## src/rtl/pipe_stage_reg.sv

```systemverilog
// Elastic pipeline stage register with valid/ready handshake, synchronous flush and bubble value.
// SKID=1 adds a second entry so that in_ready_o comes only from state, not from out_ready_i.
module pipe_stage_reg #(
    parameter int              DW       = 32,
    parameter logic [DW-1:0]   SET_DATA = {DW{1'b0}},
    parameter bit              SKID     = 1'b1
) (
    input  logic          clk,
    input  logic          rst,
    input  logic          flush_i,
    input  logic          in_valid_i,
    output logic          in_ready_o,
    input  logic [DW-1:0] in_data_i,
    output logic          out_valid_o,
    input  logic          out_ready_i,
    output logic [DW-1:0] out_data_o,
    output logic [1:0]    occ_o
);

    // Encoding equals the number of held entries, so occ_o is the state itself.
    typedef enum logic [1:0] {
        EMPTY = 2'd0,
        BUSY  = 2'd1,
        FULL  = 2'd2
    } state_t;

    state_t        state_q, state_d;
    logic [DW-1:0] m_q, m_d;
    logic [DW-1:0] s_q, s_d;
    logic          out_valid;
    logic          in_xfer;
    logic          out_xfer;

    always_comb begin
        // NOTE: every signal assigned here gets a default first, so no latch is inferred.
        out_valid = (state_q != EMPTY);
        if (SKID) begin
            in_ready_o = !rst && !flush_i && (state_q != FULL);
        end else begin
            in_ready_o = !rst && !flush_i && (!out_valid || out_ready_i);
        end
        in_xfer  = in_valid_i && in_ready_o;
        out_xfer = out_valid && out_ready_i;

        state_d = state_q;
        m_d     = m_q;
        s_d     = s_q;

        if (flush_i) begin
            state_d = EMPTY;
            m_d     = SET_DATA;
            s_d     = SET_DATA;
        end else begin
            case (state_q)
                EMPTY: begin
                    if (in_xfer) begin
                        m_d     = in_data_i;
                        state_d = BUSY;
                    end
                end
                BUSY: begin
                    if (in_xfer && out_xfer) begin
                        m_d = in_data_i;
                    end else if (out_xfer) begin
                        m_d     = SET_DATA;
                        state_d = EMPTY;
                    end else if (in_xfer && SKID) begin
                        // Downstream stalled: the extra payload parks in S behind M.
                        s_d     = in_data_i;
                        state_d = FULL;
                    end
                end
                FULL: begin
                    if (out_xfer) begin
                        m_d     = s_q;
                        s_d     = SET_DATA;
                        state_d = BUSY;
                    end
                end
                default: begin
                    state_d = EMPTY;
                    m_d     = SET_DATA;
                    s_d     = SET_DATA;
                end
            endcase
        end
    end

    always_ff @(posedge clk) begin
        // NOTE: payload registers are reset too, because SET_DATA is architecturally visible on reset.
        if (rst) begin
            state_q <= EMPTY;
            m_q     <= SET_DATA;
            s_q     <= SET_DATA;
        end else begin
            // NOTE: non-blocking assignments keep every flop sampling pre-edge values.
            state_q <= state_d;
            m_q     <= m_d;
            s_q     <= s_d;
        end
    end

    assign out_valid_o = out_valid;
    assign out_data_o  = out_valid ? m_q : SET_DATA;
    assign occ_o       = state_q;

endmodule

```

## config.mk

```make
export PLATFORM = sky130hd
export DESIGN_NAME = pipe_stage_reg
export DESIGN_NICKNAME = d
export VERILOG_FILES = /design/src/rtl/pipe_stage_reg.sv
export SDC_FILE = /design/constraint.sdc
export NUM_CORES = 1
export LEC_CHECK = 0
export BUFFER_PORTS_ARGS = -buffer_cell sky130_fd_sc_hd__buf_2
export CAP_MARGIN = 30
export CORE_MARGIN = 4
export CORE_UTILIZATION = 55
export CTS_CLUSTER_DIAMETER = 120
export DETAILED_ROUTE_END_ITERATION = 8
export GPL_TIMING_DRIVEN = 1
export PLACE_DENSITY = 0.77
export SLEW_MARGIN = 25
export SYNTH_ARGS = -nofsm -noshare
export SYNTH_HDL_FRONTEND = slang
export SYNTH_SLANG_ARGS = --single-unit
export TNS_END_PERCENT = 50
```

## constraint.sdc

```tcl
create_clock -name clk -period 4.15 [get_ports clk]
set_input_delay 0.2075 -clock clk [delete_from_list [all_inputs] [get_ports clk]]
set_output_delay 0.2075 -clock clk [all_outputs]
set_load 0.01 [all_outputs]
```

### Yosys cells after proc, flatten, opt, wreduce, memory -nomap -nowiden

Index checks and enable logic that the tools add are counted.

* flip-flop bits (word level): 66
* bits of input ports: 37
* output and inout port bits: 36
* logic and storage cells: 42

* eq/ne operators: 10
* mux-type cells: 15
* bitwise logic cells: 1
* reduce and logical (&&, ||, !) cells: 13

Operators with widths (number)
* 2-to-1 mux 32 bit: 7
* case mux 32 bit (3 select lines): 2
* inequality test 2 bit, second input constant: 6
* 2-to-1 mux 2 bit: 5
* inequality test 3 bit, second input constant: 2
* case mux 2 bit (3 select lines): 1
* logical AND 1 bit: 5
* AND reduction 5 bit: 1
* AND reduction 4 bit: 1
* AND reduction 3 bit: 1
* == test 2 x 1 -> 1 bit, second input constant: 1
* == test 2 bit, second input constant: 1
* logical NOT 1 bit: 2
* logical NOT 2 bit: 1
* nonzero test 2 bit: 1
* OR reduction 2 bit: 1
* NOT 1 bit: 1

### Logic depth before layout (Yosys ltp)

Gate-level depths: netlist (run 1).

* depth in word-level cells: 8
* mapped depth: 7

### Least setup slack after synthesis (run 1)

Ideal clock, no wire load.

* path type: reg2reg
* start: register state_q[1], in the netlist occ_o[1]
* end: register m_q[0]
* arrival: 1684 ps
* path slack: 2338 ps
* cell stages (with the launch flop): 8
* path buffers: 3
* cells stage by stage: dfxtp_1 > buf_6 > or4b_4 > buf_6 > a22o_4 > buf_6 > a32oi_1 > nor2_1

* longest elaborated chain between the ends: 6
* elaborated cells on any way between the ends: 15

RTL lines
* from (decl): RTL line 27 `state_t state_q, state_d;`
* from (signal assigned): RTL line 97 `state_q <= state_d;`
* inequality test 2 bit: RTL line 38 `in_ready_o = !rst && !flush_i && (state_q != FULL);`
* logical AND 1 bit: RTL line 38
* logical AND 1 bit: RTL line 42 `in_xfer = in_valid_i && in_ready_o;`
* logical AND 1 bit: RTL line 62 `if (in_xfer && out_xfer) begin`
* inequality test 3 bit (no line) or 2-to-1 mux 32 bit (tied branches)
* AND reduction 3 bit (no line) or case mux 32 bit (3 select lines) (tied branches)
* to (signal assigned): RTL line 98 `m_q <= m_d;`
* to (decl): RTL line 28 `logic [DW-1:0] m_q, m_d;`

Parallel ways exist; a longest one is shown, timed or not.
A chain may end at the register's enable or synchronous reset.

### Worst setup path after layout (run 1)

* start: register state_q[1], in the netlist occ_o[1]
* end: output out_data_o[10]

* longest elaborated chain between the ends: 2

RTL lines
* nonzero test 2 bit: RTL line 36 `out_valid = (state_q != EMPTY);`
* 2-to-1 mux 32 bit: RTL line 104 `assign out_data_o = out_valid ? m_q : SET_DATA;`
* to (decl): RTL line 16 `output logic [DW-1:0] out_data_o,`

No other way between the ends.

==> results.cfg, run 1 <==
[critical_path]
crit_type = reg -> out
endpoint = out_data_o[10]
r2r_cells = 5
reg2reg_from = occ_o[1]$_SDFFE_PP0P_
cp-end-kind = output port
cp.required_ns = 3.94
arrival_ns = 2.18
crit_start = occ_o[1]$_SDFFE_PP0P_
cp_max_fo = 43
cp-start-kind = flip-flop
timing.rr.end = m_q[5]$_SDFFE_PP0P_
rrSetupSlack_ns = 1.99

[routing]
antenna_left = 0
drc = 0
dr_total_vias = 3109
finalWirelength_um = 8490
via_per_inst = 6.08
first_pass_iters = 5
wl_per_cell_um = 16.6
drt_iter0_markers = 291

[logic_synthesis]
postSynthCellCount = 389
syn_area_per_cell_um2 = 8.45
ys_ff_latch = 66
synthMuxAreaShare_pct = 9.74
ys_warn_count = 0
synthSimpleGateAreaFrac_pct = 19.5
synth_top_family_by_area = compound AO/OA/AOI/OAI gates
synth-compound-area-share_pct = 23.7
synth_area_um2 = 3290
synth_xor_area_share_pct = 0
yosysTopAreaCellShare_pct = 40.2
synth_area_leaders = dfxtp_1 (40%), mux2i_1 (9.7%), a32oi_1 (8.5%)
yosysTopAreaCell = dfxtp_1
yosysSeqAreaShare_pct = 40.2
syn_nets = 426
ys_types = 23
yosys.area_share.adder_pct = 0

[clocking]
ctsResizeCount = 0
cts_max_level = 3
cts-buffers-inserted = 9
clock_path_buffers = 2
path_clk_slew_ns = 0.07
cts_tree = yes
clock_latency_ns = 0.34
cts_root_buf = clkbuf_8
post-cts-setup-buffers = 0
hold_buffers = 0
cts_sinks = 66

[floorplanning]
start_util_pct = 58.3
fp.dieH_um = 85.3
die_area_um2 = 7280
io_pins = 73
core_um2 = 5640
num_rows = 27
die_w_um = 85.3

[global_route]
grt_overflow = 0
track_usage_pct = 23.6
grt_pass1_vias = 2940
grt_start_max_net_pins = 50
grt_pass1_wl_um = 14000
antenna_found_initial = 0

[timing]
hold_violations = 0
slew_violations = 0
fin_setup_tns_ns = 0
relSlewSlack_pct = 42.4
setup_viol = 0
finalCriticalPeriod_ns = 2.38
max_freq_mhz = 420
rsz0062_at_grt = false
finClkSkew_ns = 0.00746
tightest_slew_ns = 0.864
timing.final.crit_share_pct = 57.4

[finish]
final_nets = 471
multi_input_area_um2 = 1750
layout_commonest_cell = buf_2
layout_common_cells = buf_2 (72), nor2_1 (67), dfxtp_1 (64)
drive_gt1_share_pct = 23.0
final_cells = 511
final_area_um2 = 3770
regArea_um2 = 1320
antenna_cells = 0
area_delta_synth_final_pct = 14.7
fillers = 488

[place]
numPortBuffers = 72
placedCellCount = 495
finalWeightedCongestion = 0.740
hpwl_um = 5070
dpl_cell_area_um2 = 3590

[job]
drv_cap = 0

[hold_path]
hp-class = in -> reg

[pwr]
power_per_cell_area_nw_per_um2 = 351
irDropWorstVdd_uv = 221
cellLeakagePower_nw = 1.40

[run_status]
outcome = finished, final reports clean
-- kinds of logic (layout without fill, tap and decap cells) --
kind of cell	Yosys count	after routing
buffers and inverters	46	96
DFF	66	66
AOI/OAI and AO/OA	104	104
muxes	32	32
and+or+nand+nor	141	141
-- registers in the layout, summed over array words and instances (netlist names) --
| name | flops |
|---|---|
| m_q | 32 |
| s_q | 32 |
| occ_o | 2 |
-- per-layer routing --
metal	share of wire (%)	global-route usage [%]	up-vias
met5	0	0	-
met4	1.4	7.63	0
met3	8.0	6.89	15
met2	46	37.6	116
met1	44	30.8	1479
li1	-	-	1499
-- worst min path at each step --
stage | slack [ns] | from | cells after the start | endpoint
floorplan | 0.37 | in_data_i[0] | 2 | s_q[0]$_SDFFE_PP0P_
detailed placement | 0.47 | m_q[13]$_SDFFE_PP0P_ | 2 | m_q[13]$_SDFFE_PP0P_
global placement | 0.46 | m_q[0]$_SDFFE_PP0P_ | 2 | m_q[0]$_SDFFE_PP0P_
finish | 0.15 | in_data_i[22] | 3 | s_q[22]$_SDFFE_PP0P_
global route | 0.16 | in_data_i[23] | 3 | s_q[23]$_SDFFE_PP0P_
CTS | 0.14 | in_data_i[20] | 3 | s_q[20]$_SDFFE_PP0P_
-- where the power goes --
group	internal [mW]	switching [mW]	leakage, nW	total, mW
Combinational	0.0615	0.0980	0.769	0.159
Sequential	0.642	0.0112	0.534	0.654
Clock	0.265	0.245	0.0965	0.510
Total	0.969	0.354	1.40	1.32
-- metrics by stage --
stage          power, mW  hold slack (ns)  worst slack (ns)  utilization (%)
2_1_floorplan      0.775            0.368              2.34                -
3_3_place_gp       0.819            0.459              1.70             63.3
3_5_place_dp       0.825            0.468              1.95             63.6
4_1_cts             1.32            0.143              1.74             66.8
5_1_grt             1.38            0.158              1.57             66.8
6_report            1.32            0.146              1.77             66.8
-- worst max-delay path: stages, from the launching register on --
cell	delay (ns)
dfxtp_2	0.33
buf_4	0.33
nor2_2	0.61
buf_4	0.34
nor2b_1	0.07
buf_2	0.14
-- Yosys cell counts --
library cell	number
a21oi_1	4
a22o_4	1
a22oi_1	32
a32oi_1	32
and3b_1	1
buf_1	4
buf_2	12
buf_6	5
clkbuf_1	23
dfxtp_1	66
inv_1	2
mux2i_1	32
nand2_1	33
nor2_1	68
nor2b_1	34
nor3_1	1
nor3b_1	1
nor4b_1	1
o21ai_1	1
o22a_1	1
o22ai_1	33
or2_2	1
or4b_4	1
-- final cells by class --
| type | count | share of cell area, % |
|---|---|---|
| Timing Repair Buffer | 78 | 10.9 |
| Tap cell | 72 | 2.39 |
| Clock inverter | 2 | 0.265 |
| Inverter | 2 | 0.199 |
| Clock buffer | 14 | 4.58 |
| Sequential cell | 66 | 35.1 |
| Multi-Input combinational cell | 277 | 46.5 |
No activity file was read; power rests on OpenSTA's default activity.
==> inputs of run 2 (changes only) <==
- CORE_UTILIZATION: 55 -> 49
- PLACE_DENSITY: 0.77 -> 0.72
- clock period: 4.15 -> 2.05 ns (I/O delays scaled with it)
==> run 2 against run 1 <==
  * Register-to-register slack got worse by 1.7 ns
  * Combinational power increased by 110%
  * Core utilization decreased by 6.8 points
  * Setup slack got worse by 1.7 ns
  * Flip-flop and latch count unchanged
  * Critical path depth unchanged
  * First-iteration DRC count decreased by 15%
  * Sequential power increased by 100%
  * Critical path type unchanged
==> results.cfg, run 2 (synthesized netlist as in run 1, its figures left out) <==
[critical_path]
cp.required_ns = 1.95
r2r_cells = 5
rrSetupSlack_ns = 0.25
cp_max_fo = 19
reg2reg_from = occ_o[1]$_SDFFE_PP0P_
cp-start-kind = flip-flop
cp-end-kind = output port
crit_type = reg -> out
arrival_ns = 1.83
timing.rr.end = m_q[10]$_SDFFE_PP0P_

[floorplanning]
io_pins = 73
num_rows = 29
core_um2 = 6420
start_util_pct = 51.2
die_w_um = 89.9
fp.dieH_um = 89.9
die_area_um2 = 8080

[timing]
rsz0062_at_grt = false
slew_violations = 0
hold_violations = 0
max_freq_mhz = 517
finClkSkew_ns = 0.00578
relSlewSlack_pct = 49.2
finalCriticalPeriod_ns = 1.93
tightest_slew_ns = 0.763
timing.final.crit_share_pct = 94.4
timing.hold.ws_ns = 0.0383
setup_viol = 0
fin_setup_tns_ns = 0

[finish]
final_nets = 479
antenna_cells = 0
drive_gt1_share_pct = 24.0
layout_commonest_cell = buf_2
final_cells = 523
area_delta_synth_final_pct = 17.3
layout_common_cells = buf_2 (72), nor2_1 (67), dfxtp_1 (64)

[routing]
wl_per_cell_um = 16.6
drt_iter0_markers = 246
first_pass_iters = 5
finalWirelength_um = 8690
drc = 0
via_per_inst = 5.92
antenna_left = 0
dr_total_vias = 3096

[clocking]
cts_root_buf = clkbuf_8
cts-buffers-inserted = 9
cts_max_level = 3
cts_sinks = 66
clock_latency_ns = 0.34
ctsResizeCount = 0
clock_path_buffers = 2
path_clk_slew_ns = 0.07
cts_tree = yes
hold_buffers = 0
post-cts-setup-buffers = 0

[run_status]
outcome = finished, final reports clean

[job]
drv_cap = 0

[global_route]
met2_usage_pct = 32.9
grt_pass1_vias = 2891
track_usage_pct = 20.9
top_usage_layer = met2
antenna_found_initial = 0
grt_overflow = 0
grt_util_met1_pct = 28.8
grt_start_max_net_pins = 44
grt_pass1_wl_um = 14200
use_met3_pct = 5.09

[pwr]
power_per_cell_area_nw_per_um2 = 682
irDropWorstVdd_uv = 400
cellLeakagePower_nw = 1.44

[hold_path]
whs_endpoint = s_q[29]$_SDFFE_PP0P_
min_delay_path_depth = 3
hold_start = in_data_i[29]
hp-class = in -> reg

[place]
numPortBuffers = 72
finalWeightedCongestion = 0.769
hpwl_um = 5530
placedCellCount = 508
run 2: worst max-delay path by stage:
stage	from	endpoint	slack (ns)	depth (start not counted)
finish	occ_o[0]$_SDFFE_PP0P_	out_data_o[13]	0.12	5
global route	occ_o[0]$_SDFFE_PP0P_	out_data_o[8]	0.03	5
CTS	occ_o[0]$_SDFFE_PP0P_	out_data_o[8]	0.14	5
detailed placement	occ_o[1]$_SDFFE_PP0P_	m_q[10]$_SDFFE_PP0P_	0.28	4
global placement	occ_o[1]$_SDFFE_PP0P_	m_q[18]$_SDFFE_PP0P_	0.31	4
floorplan	occ_o[1]$_SDFFE_PP0P_	m_q[0]$_SDFFE_PP0P_	0.24	7
run 2: worst max-delay path, cell delays in order (launching register included):
cell     delay (ns)
dfxtp_2        0.59
buf_4          0.28
nor2_2         0.07
buf_4          0.20
nor2b_1        0.19
buf_2          0.16
run 2: area by class of cell:
class / count / area (um^2)
clock buffers: 13 / 159
clock inverters: 2 / 12.5
fillers: 576 / 2570
inverters: 2 / 7.51
multi-input cells: 277 / 1750
flip-flops and latches: 66 / 1320
well taps: 77 / 96.3
repair buffers: 86 / 503
run 2: layer usage:
metal / vias up / part of all wire, %
met2: 103 / 47
met3: 6 / 5.7
met4: 0 / 0.90
li1: 1516 / -
met5: - / 0
met1: 1471 / 47
run 2: report_power, final:
group	switching, mW	leakage [nW]	internal (mW)
registers	0.0152	0.534	1.30
logic	0.206	0.819	0.135
clock network	0.473	0.0855	0.497
run 2: metrics by stage:
step | util (%) | instance area [um^2] | total power [mW] | worst slack [ns]
floorplan | - | 3290 | 1.57 | 0.238
global placement | 57.4 | 3680 | 1.67 | 0.312
detailed placement | 57.4 | 3680 | 1.68 | 0.278
CTS | 60.0 | 3850 | 2.64 | 0.135
global route | 60.0 | 3850 | 2.73 | 0.0314
finish | 60.0 | 3850 | 2.63 | 0.115
